`src/rtl/opb_register_bank_ppc2simulink.sv`:
```
// OPB slave register bank: PPC writes words that appear on user_data_out,
// optionally double-buffered behind a commit register at word NUM_REGS.
module opb_register_bank_ppc2simulink #(
    parameter logic [31:0] C_BASEADDR   = 32'h01000700,
    parameter logic [31:0] C_HIGHADDR   = 32'h010007FF,
    parameter int          C_OPB_AWIDTH = 32,
    parameter int          C_OPB_DWIDTH = 32,
    parameter int          NUM_REGS     = 4,
    parameter int          C_SHADOW     = 0,
    parameter logic [31:0] C_RESET_VAL  = 32'h0
) (
    input  logic                      OPB_Clk,
    input  logic                      OPB_Rst_n,
    input  logic [0:C_OPB_AWIDTH-1]   OPB_ABus,
    input  logic [0:C_OPB_DWIDTH/8-1] OPB_BE,
    input  logic [0:C_OPB_DWIDTH-1]   OPB_DBus,
    input  logic                      OPB_RNW,
    input  logic                      OPB_select,
    input  logic                      OPB_seqAddr,
    output logic [0:C_OPB_DWIDTH-1]   Sl_DBus,
    output logic                      Sl_xferAck,
    output logic                      Sl_errAck,
    output logic                      Sl_retry,
    output logic                      Sl_toutSup,
    output logic [NUM_REGS*32-1:0]    user_data_out,
    output logic [NUM_REGS-1:0]       user_update
);

    localparam logic [1:0] IDLE       = 2'd0;
    localparam logic [1:0] ACK        = 2'd1;
    localparam logic [1:0] WAIT_DESEL = 2'd2;

    localparam logic [31:0] NREGS = 32'(NUM_REGS);

    logic [1:0]  state;
    logic [31:0] addr;
    logic [31:0] offset;
    logic [31:0] word_idx;
    logic [31:0] wdata;
    logic [31:0] wmask;
    logic [31:0] rd_word;
    logic [31:0] rd_q;
    logic [3:0]  be;
    logic        in_window;
    logic        start;
    logic        hit_reg;
    logic        hit_commit;
    logic        hit_err;
    logic        do_write;
    logic        do_commit;
    logic        unused_bits;

    logic [31:0] live   [NUM_REGS];
    logic [31:0] shadow [NUM_REGS];

    // The OPB buses are big-endian; numeric copies make BE[0] cover bits 31:24
    // and DBus[31] (the commit trigger) land on bit 0.
    assign addr     = 32'(OPB_ABus);
    assign wdata    = 32'(OPB_DBus);
    assign be       = 4'(OPB_BE);
    assign wmask    = {{8{be[3]}}, {8{be[2]}}, {8{be[1]}}, {8{be[0]}}};
    assign offset   = addr - C_BASEADDR;
    assign word_idx = {2'b00, offset[31:2]};

    assign in_window  = (addr >= C_BASEADDR) && (addr <= C_HIGHADDR);
    assign start      = (state == IDLE) && OPB_select && in_window;
    assign hit_reg    = (word_idx < NREGS);
    assign hit_commit = (word_idx == NREGS);
    assign hit_err    = (word_idx > NREGS);
    assign do_write   = start && !OPB_RNW && hit_reg;
    assign do_commit  = start && !OPB_RNW && hit_commit && (C_SHADOW != 0) && wdata[0];

    assign unused_bits = ^{offset[1:0], OPB_seqAddr};

    always_comb begin
        rd_word = '0;
        for (int r = 0; r < NUM_REGS; r++) begin
            if (word_idx == 32'(r)) begin
                rd_word = (C_SHADOW != 0) ? shadow[r] : live[r];
            end
        end
    end

    // Everything the ACK cycle shows is registered on the start edge, which
    // gives the single-cycle latency and makes writes visible during ACK.
    always_ff @(posedge OPB_Clk) begin
        if (!OPB_Rst_n) begin
            state       <= IDLE;
            Sl_xferAck  <= 1'b0;
            Sl_errAck   <= 1'b0;
            rd_q        <= '0;
            user_update <= '0;
            for (int r = 0; r < NUM_REGS; r++) begin
                live[r]   <= C_RESET_VAL;
                shadow[r] <= C_RESET_VAL;
            end
        end else begin
            Sl_xferAck  <= 1'b0;
            Sl_errAck   <= 1'b0;
            rd_q        <= '0;
            user_update <= '0;

            case (state)
                IDLE:       if (start) state <= ACK;
                ACK:        state <= WAIT_DESEL;
                WAIT_DESEL: if (!OPB_select) state <= IDLE;
                default:    state <= IDLE;
            endcase

            if (start) begin
                Sl_xferAck <= !hit_err;
                Sl_errAck  <= hit_err;
                if (OPB_RNW && hit_reg) rd_q <= rd_word;
            end

            for (int r = 0; r < NUM_REGS; r++) begin
                if (do_write && (word_idx == 32'(r))) begin
                    if (C_SHADOW != 0) begin
                        shadow[r] <= (shadow[r] & ~wmask) | (wdata & wmask);
                    end else begin
                        live[r]        <= (live[r] & ~wmask) | (wdata & wmask);
                        user_update[r] <= 1'b1;
                    end
                end
                if (do_commit) begin
                    live[r]        <= shadow[r];
                    user_update[r] <= 1'b1;
                end
            end
        end
    end

    for (genvar g = 0; g < NUM_REGS; g++) begin : g_out
        assign user_data_out[32*g +: 32] = live[g];
    end

    assign Sl_DBus    = C_OPB_DWIDTH'(rd_q);
    assign Sl_retry   = 1'b0;
    assign Sl_toutSup = 1'b0;

endmodule

```
`config.mk`:
```
export PLATFORM = sky130hd
export DESIGN_NAME = opb_register_bank_ppc2simulink
export DESIGN_NICKNAME = d
export VERILOG_FILES = /design/src/rtl/opb_register_bank_ppc2simulink.sv
export SDC_FILE = /design/constraint.sdc
export NUM_CORES = 1
export LEC_CHECK = 0
export ABC_AREA = 1
export CAP_MARGIN = 20
export CORE_UTILIZATION = 35
export DETAILED_ROUTE_END_ITERATION = 8
export HOLD_SLACK_MARGIN = 0.06
export MAX_ROUTING_LAYER = met4
export PLACE_DENSITY_LB_ADDON = 0.3
export SLEW_MARGIN = 10
export SYNTH_ARGS = -nofsm -noshare
export SYNTH_HDL_FRONTEND = slang
export SYNTH_SLANG_ARGS = --single-unit
```
`constraint.sdc`:
```
create_clock -name OPB_Clk -period 3.1 [get_ports OPB_Clk]
set_input_delay 0.62 -clock OPB_Clk [delete_from_list [all_inputs] [get_ports OPB_Clk]]
set_output_delay 0.62 -clock OPB_Clk [all_outputs]
set_load 0.01 [all_outputs]
```
# Word level (Yosys, flattened, before mapping)
# Memory sizes are Yosys's and may differ from the RTL's.
# Index checks and enable logic that the tools add are counted.
[totals]
regBits = 40
ram_bits = 128
inputBits = 73
output_inout_bits = 168
mem_count = 1
[classes]
addsub = 1
n_lt_le_gt_ge = 4
eq_ne = 7
mux = 24
bitwise = 14
n_reduce_logical = 17
[mem_list]
columns = ["memory", "words", "width", "read_ports", "rd_ports_with_merged_regs", "wr", "line_no", "text"]
rows = [
  ["live", 4, 32, 4, 0, 4, "53", "logic [31:0] live [NUM_REGS];"],
]
[ops]
columns = ["operator", "count"]
rows = [
  ["$mux 32", 8],
  ["$and 32x32->32", 5],
  ["$or 32x32->32", 4],
  ["$eq 30x2->1 const B", 2],
  ["$ge 32x25->1 const B", 1],
  ["$le 32x25->1 const B", 1],
  ["$logic_not 32->1", 1],
  ["$not 32->32", 1],
  ["$sub 32x25->32 const B", 1],
  ["$eq 30x1->1 const B", 1],
  ["$gt 30x3->1 const B", 1],
  ["$lt 30x3->1 const B", 1],
  ["$mux 1", 13],
  ["$logic_and 1x1->1", 10],
  ["$pmux 2 s3", 1],
  ["$mux 2", 2],
  ["$ne 2x2->1 const B", 2],
  ["$or 1x1->1", 4],
  ["$reduce_and 2->1", 2],
  ["$reduce_and 3->1", 1],
  ["$eq 2x1->1 const B", 1],
  ["$eq 2x2->1 const B", 1],
  ["$logic_not 1->1", 2],
  ["$logic_not 2->1", 1],
]

# Longest topological paths before layout
[depth]
word_depth = 10
depth_mapped = 18
depth_no_buf = 15

# Worst setup path after synthesis
# OpenSTA, ideal clock, no wires.
[synth_timing]
path_type = "in2reg"
start = "input port OPB_ABus[17] (netlist name)"
end = "memory live[2][0] (netlist: live[0][64]) (enable)"
arrival_ps = 2609
required_ps = 2711
setup_slack_ps = 102
stages = 16
n_path_buf = 1
path_cell_list = "nor2_2 -> nand2_1 -> nor2_2 -> nand2_1 -> nand2_2 -> nand2_1 -> nand2_1 -> nand2_1 -> nor2_2 -> nand3_2 -> nor2_4 -> buf_6 -> nand2_2 -> nor2_4 -> nand2_1 -> nand2_1"
[synth_lines]
columns = ["element", "line_no", "text"]
rows = [
  ["start, declared", "14", "input logic [0:C_OPB_AWIDTH-1] OPB_ABus,"],
  ["end, declared", "53", ""],
]

==> flow_summary.ini <==
[layout]
nNetsFinal = 1340
fillers = 2326
syn_to_final_growth_pct = 41.39
antenna_cells = 0
drive_gt1_share_pct = 10.78

[sta]
drv_slew = 0
rsz0062_at_grt = false
max_freq_ghz = 0.3612
period_needed_ns = 2.768
setup_viol = 0
min_period_over_period_pct = 89.30
worstMarginPinSlew_ns = 0.9770
relSlewSlack_pct = 34.80
setup_slack_ns = 0.3317
whs_ns = 0.4613
finClkSkew_ns = 0.009937
hold_viol_final = 0

[placed_design]
globalplace.congestion = 0.8132
portBuffers = 235
dp_hpwl_microns = 18880
place_ws_ns = -0.1185

[critical_path]
worstReg2RegEnd = live[0][85]$_SDFFCE_PN0P_
path_cells = clkdlybuf4s50_1 -> nand3_1 -> nand2_1 -> inv_1 -> nand2_1 -> nand2_1 -> nor2_1 -> nand3_1 -> nor2_1 -> nand3_2 -> nor2_4 -> and3_1 -> buf_4 -> nand3_4 -> buf_12 -> nor2_1
cp_max_fo = 18
cp.arrival_ns = 3.04
crit_slowest_cell = clkdlybuf4s50_1
critPathMaxStageDelay_ns = 0.48
path_class = input pin to register
endpoint_kind = register
start_kind = input pin
reg2reg_from = state[1]$_SDFFE_PN0P_
cp.required_ns = 3.37
crit_path_end = live[0][85]$_SDFFCE_PN0P_
crit_path_start = OPB_ABus[21]
rrSetupSlack_ns = 0.89
reg2reg_depth = 10

[logic_synthesis]
yosysSeqAreaShare_pct = 53.27
synth-edff-count = 128
syn_inst = 1026
syn_area_sq_um = 8718
ys.flop_type = edfxtp_1
yosys-top-cells-area = edfxtp_1 (44%), dfxtp_1 (9.2%), nor2_1 (8.7%)
synth_common_cells = nor2_1 (203), nand2_1 (189), a21oi_1 (128), edfxtp_1 (128), inv_1 (64)
synth.most_common_cell = nor2_1
yosysWarnings = 0
yosys.cell_types.count = 29
ys_ff_latch = 168
async_reset_ff_share_pct = 0
yosysTopAreaCellShare_pct = 44.09
avgSynthCellArea_sq_um = 8.497
yosysTopAreaCell = edfxtp_1

[global_route]
grtUsageTotal_pct = 22.32
grt_first_pass_wirelength_microns = 42970
first_global_vias = 7788
overflow = 0
top_usage_layer = met2
grtUsageMet2_pct = 36.26
grt.met3_usage_pct = 4.909
grt_max_degree = 65
antenna_found_initial = 0
grt_use_met1_pct = 28.11

[floorplanning]
die_h_microns = 159.8
rows = 57
start_util_pct = 35.74
ios = 241
die_w_microns = 159.8
core-area_sq_um = 24390
dieArea_sq_um = 25540

[clock_network]
cts.sinks = 168
ctsResizeCount = 0
htreeDepth = 4
numCtsBuffers = 17
cts.clk_slew.worst_paths_ns = 0.07
cts_setup_buffers = 0
ctsHoldBuffers = 0
cts_tree = done
clkLatencyLatePin_ns = 0.43
clockBufferDepth = 2
clockRootBuffer = clkbuf_16

[route]
wl_microns = 27320
wl_per_cell_microns = 17.03
drt_iter0_drc = 524
drt_pass1_iterations = 5
postRouteAntennaNets = 0
num_vias = 7970
viasPerCell = 4.969
drc_errors = 0

[power]
switching_share_pct = 26.58
seq_power_share_pct = 48.6
p_leak_nw = 4.998
power_frac_comb_pct = 11.7
clkPwrFrac_pct = 39.7
p_int_w = 0.003900
power_per_cell_area_nw_per_um2 = 430.9
vdd_drop_max_mv = 0.2756
switching_power_w = 0.001412

[hold_path]
hold_class = register to register

[outcome]
status = finished, final reports clean

[run]
max_cap_viol_count = 0
cells by family after synthesis:
| family | after synthesis | share of synthesized area, % |
|---|---|---|
| AND/OR/NAND/NOR | 556 | 29.31 |
| AO/OA/AOI/OAI | 163 | 9.386 |
| flip-flops | 168 | 53.27 |
| other | 1 | 0.04301 |
| buffers and inverters | 138 | 7.994 |
area by class of cell:
| type | count | area (sq um) | share of cell area [%] |
|---|---|---|---|
| multi-input combinational | 721 | 3412 | 27.68 |
| inverter | 69 | 259.0 | 2.101 |
| clock inverter | 15 | 157.7 | 1.279 |
| timing repair buffer | 290 | 3023 | 24.52 |
| sequential | 168 | 4644 | 37.68 |
| clock buffer | 17 | 425.4 | 3.451 |
| tap | 324 | 405.4 | 3.289 |
critical path, delay by kind of cell:
family	cells	cell delay [ns]
AND/OR/NAND/NOR	12	1.49
buffers and inverters	4	0.94
stage by stage:
step           cells  utilization (%)  area (sq um)  TNS (ns)  total power (W)
2_1_floorplan   1027                -          8722         0         0.002859
3_3_place_gp    1572            48.15         11740    -11.69         0.003247
3_5_place_dp    1572            48.15         11740    -16.27         0.003253
4_1_cts         1604            50.54         12330         0         0.005353
5_1_grt         1604            50.54         12330         0         0.005514
6_report        1604            50.54         12330         0         0.005312
worst min path at each step:
stage / cells after the start / startpoint / slack, ns / end
final: 1 / state[1]$_SDFFE_PN0P_ / 0.46 / state[1]$_SDFFE_PN0P_
after global routing: 1 / state[1]$_SDFFE_PN0P_ / 0.48 / state[1]$_SDFFE_PN0P_
after CTS: 1 / state[1]$_SDFFE_PN0P_ / 0.45 / state[1]$_SDFFE_PN0P_
after detailed placement: 1 / state[1]$_SDFFE_PN0P_ / 0.44 / state[1]$_SDFFE_PN0P_
after global placement: 1 / state[1]$_SDFFE_PN0P_ / 0.43 / state[1]$_SDFFE_PN0P_
after floorplan: 1 / state[1]$_SDFFE_PN0P_ / 0.42 / state[1]$_SDFFE_PN0P_
cell usage in the layout, fill, tap and decap left out, drive strengths merged:
master	count
nand3	50
clkinvlp	3
nand4	37
dfxtp	40
nor3	7
conb	2
nand3b	33
clkdlybuf4s50	234
buf	56
o21ai	34
nor4	3
a211oi	1
nand2	192
a21oi	128
clkbuf	17
clkinv	5
and3	1
edfxtp	128
nor2	233
inv	76
power by group through the flow:
stage               clock, W  combinational (W)  sequential (W)
detailed placement         0           0.000624         0.00263
global route         0.00225           0.000673         0.00259
floorplan                  0           0.000205         0.00265
CTS                  0.00215           0.000627         0.00258
finish               0.00211           0.000622         0.00258
global placement           0           0.000620         0.00263
sequential cells by signal, indices dropped and copies added (netlist names):
| name | flops |
|---|---|
| Sl_DBus | 32 |
| Sl_errAck | 1 |
| live | 128 |
| state | 2 |
| user_update | 4 |
| Sl_xferAck | 1 |
per-layer routing:
| metal | wire, microns | part of all wire, % | vias up |
|---|---|---|---|
| met5 | 0 | 0 | - |
| met1 | 11850 | 43 | 3740 |
| met2 | 13280 | 49 | 290 |
| met4 | 376 | 1.4 | 0 |
| li1 | - | - | 3917 |
| met3 | 1816 | 6.6 | 23 |
(Power assumes the default switching activity.)
==> RTL change: new RTL, same settings <==
Set the parameter `C_OPB_DWIDTH` to 48 (it was 32).
--- a/src/rtl/opb_register_bank_ppc2simulink.sv
+++ b/src/rtl/opb_register_bank_ppc2simulink.sv
@@ -4,7 +4,7 @@
     parameter logic [31:0] C_BASEADDR   = 32'h01000700,
     parameter logic [31:0] C_HIGHADDR   = 32'h010007FF,
     parameter int          C_OPB_AWIDTH = 32,
-    parameter int          C_OPB_DWIDTH = 32,
+    parameter int          C_OPB_DWIDTH = 48,
     parameter int          NUM_REGS     = 4,
     parameter int          C_SHADOW     = 0,
     parameter logic [31:0] C_RESET_VAL  = 32'h0
Interface: changed (resized OPB_BE, OPB_DBus and Sl_DBus); port bits go from 241 to 275. No check against the original RTL was run, so the function may have changed too.
==> RTL change against the unedited design <==
  * Sequential power is essentially flat
  * Sequential share of layout area shrank 0.33 points
  * Area after synthesis increased by 1.4%
  * Critical path depth up 2
  * Final cell count grew 1.7%
  * Count of clock-buffer cells in the layout unchanged
  * Design area grew 0.87%
  * Wire length is 3.5% higher
  * Worst setup slack lost 0.020 ns
  * First-iteration DRC count up 7.4%
  * Sequential cell count stayed put
  * Via count rose by 2.4%
  * Power is 0.39% higher
  * Largest power group unchanged
==> RTL change: results (changes against the unedited design) <==
[synthesis]
ys_types = 29  ; unchanged
synthTopCellsByArea = edfxtp_1, dfxtp_1, nor2_1  ; unchanged
synthFlopType = edfxtp_1  ; unchanged
synth_top_cells_by_count = nor2_1, nand2_1, a21oi_1, edfxtp_1, inv_1  ; unchanged
synth_edf_count = 128  ; unchanged
synth_seq_area_share_pct = 52.5  ; was 53.3%
async_flop_share_pct = 0  ; unchanged

[layout]
antenna_cells = 0  ; unchanged
layout-drive-gt1-share_pct = 11.4  ; was 10.8%
nets = 1385  ; was 1340
reg_top3 = live (128), rd_q (32), user_update (4)

[setup_path]
critPathMaxFanout = 16  ; was 18
arrival_ns = 2.92  ; was 3.04 ns
critPathTopFamily = simple AND/OR/NAND/NOR gates  ; unchanged
slowest_delay_ns = 0.49
ff2ff_path_depth = 11  ; was 10
startpoint = OPB_ABus[20]  ; was OPB_ABus[21]

[grt]
grtUsageTotal_pct = 22.6  ; was 22.3%
grt_pass1_vias = 7948  ; was 7788
grt_pass1_wl_um = 44000  ; was 43000 um
grt_max_degree = 46  ; was 65
gr-total-overflow = 0  ; unchanged

[cts]
post_cts_buffers = 0  ; unchanged
insertion_delay_ns = 0.43  ; about the same
cts.path.max_buffers = 2  ; unchanged
cts_hold_buf = 0  ; unchanged
clk_pin_slew_worst_paths_ns = 0.07  ; about the same
numCtsBuffers = 17  ; unchanged
cts_resized = 0  ; unchanged
htree_num_levels = 4  ; unchanged

[detailed_routing]
viasPerCell = 5.01  ; was 4.97
dr.pass1.iters = 5  ; unchanged
wl_um = 28300  ; was 27300 um
dr.first_iter.drc_count = 563  ; was 524

[placed_design]
gp_congestion = 0.831  ; was 0.813
hpwl_um = 19300  ; was 18900 um
place_area_um2 = 11900  ; was 11700 um^2
io_buffers = 235  ; unchanged

[min_path]
hp-class = flip-flop to flip-flop  ; unchanged
min-delay-start = state[1]  ; unchanged

[sta]
tightest_slew_ns = 1.04  ; was 0.977 ns
finClkSkew_ns = 0.00952  ; was 0.00994 ns

[status]
status = finished clean  ; unchanged

[power]
power_leakage_nw = 5.10  ; was 5.00 nW
vdd_drop_max_v = 0.000229  ; was 0.000276 V

RTL change: changes by cell type after synthesis, sizes merged:
cell / unedited run / this run
buf: 37 / 53
RTL change: report_power, final:
part	leakage (nW)	internal, mW	switching (mW)
registers	1.54	2.50	0.0783
clock network	0.286	1.08	1.04
logic	3.28	0.320	0.315
total	5.10	3.90	1.43
RTL change: logic make-up (layout without fill, tap and decap cells):
family / count (synthesis) / in the layout / share of synthesized area [%]
AOI/OAI and AO/OA: 163 / 163 / 9.26
buffers and inverters: 154 / 402 / 9.24
DFF: 168 / 168 / 52.5
other: 1 / 18 / 0.0424
and+or+nand+nor: 556 / 556 / 28.9
RTL change: final timing paths:
| check | end | slack [ns] |
|---|---|---|
| min | state[1] | 0.46 |
| max | live[0][127] | 0.31 |
| max reg2reg | rd_q[4] | 0.96 |
| min reg2reg | state[1] | 0.46 |
RTL change: layout make-up:
type,count,area (um^2)
flip-flops and latches,168,4640
repair buffers,301,3080
clock inverters,15,148
clock buffers,17,425
fillers,2310,12100
inverters,69,259
multi-input cells,737,3470
well taps,324,405
RTL change: layer usage:
metal	GRT usage, %	vias to the layer above	wire, um
li1	-	3949	-
met1	28.5	3825	12200
met2	36.1	352	13500
met3	5.32	39	2250
met4	6.39	0	384
met5	-	-	0
RTL change: stage by stage:
step / instances / worst slack (ns)
floorplan: 1059 / 0.102
global placement: 1599 / -0.0741
detailed placement: 1599 / -0.103
CTS: 1631 / 0.352
global route: 1631 / 0.150
finish: 1631 / 0.312
RTL change: worst reg2reg max path, stage by stage (launching register included):
cell and delay [ns]:
dfxtp_1 0.32, nor2_1 0.14, nand3_1 0.08, nor3_1 0.21, nand4_1 0.20, buf_4 0.19
nor2_1 0.16, nand2_1 0.13, nor2_4 0.19, buf_12 0.19, o21ai_0 0.11, nor2_1 0.15
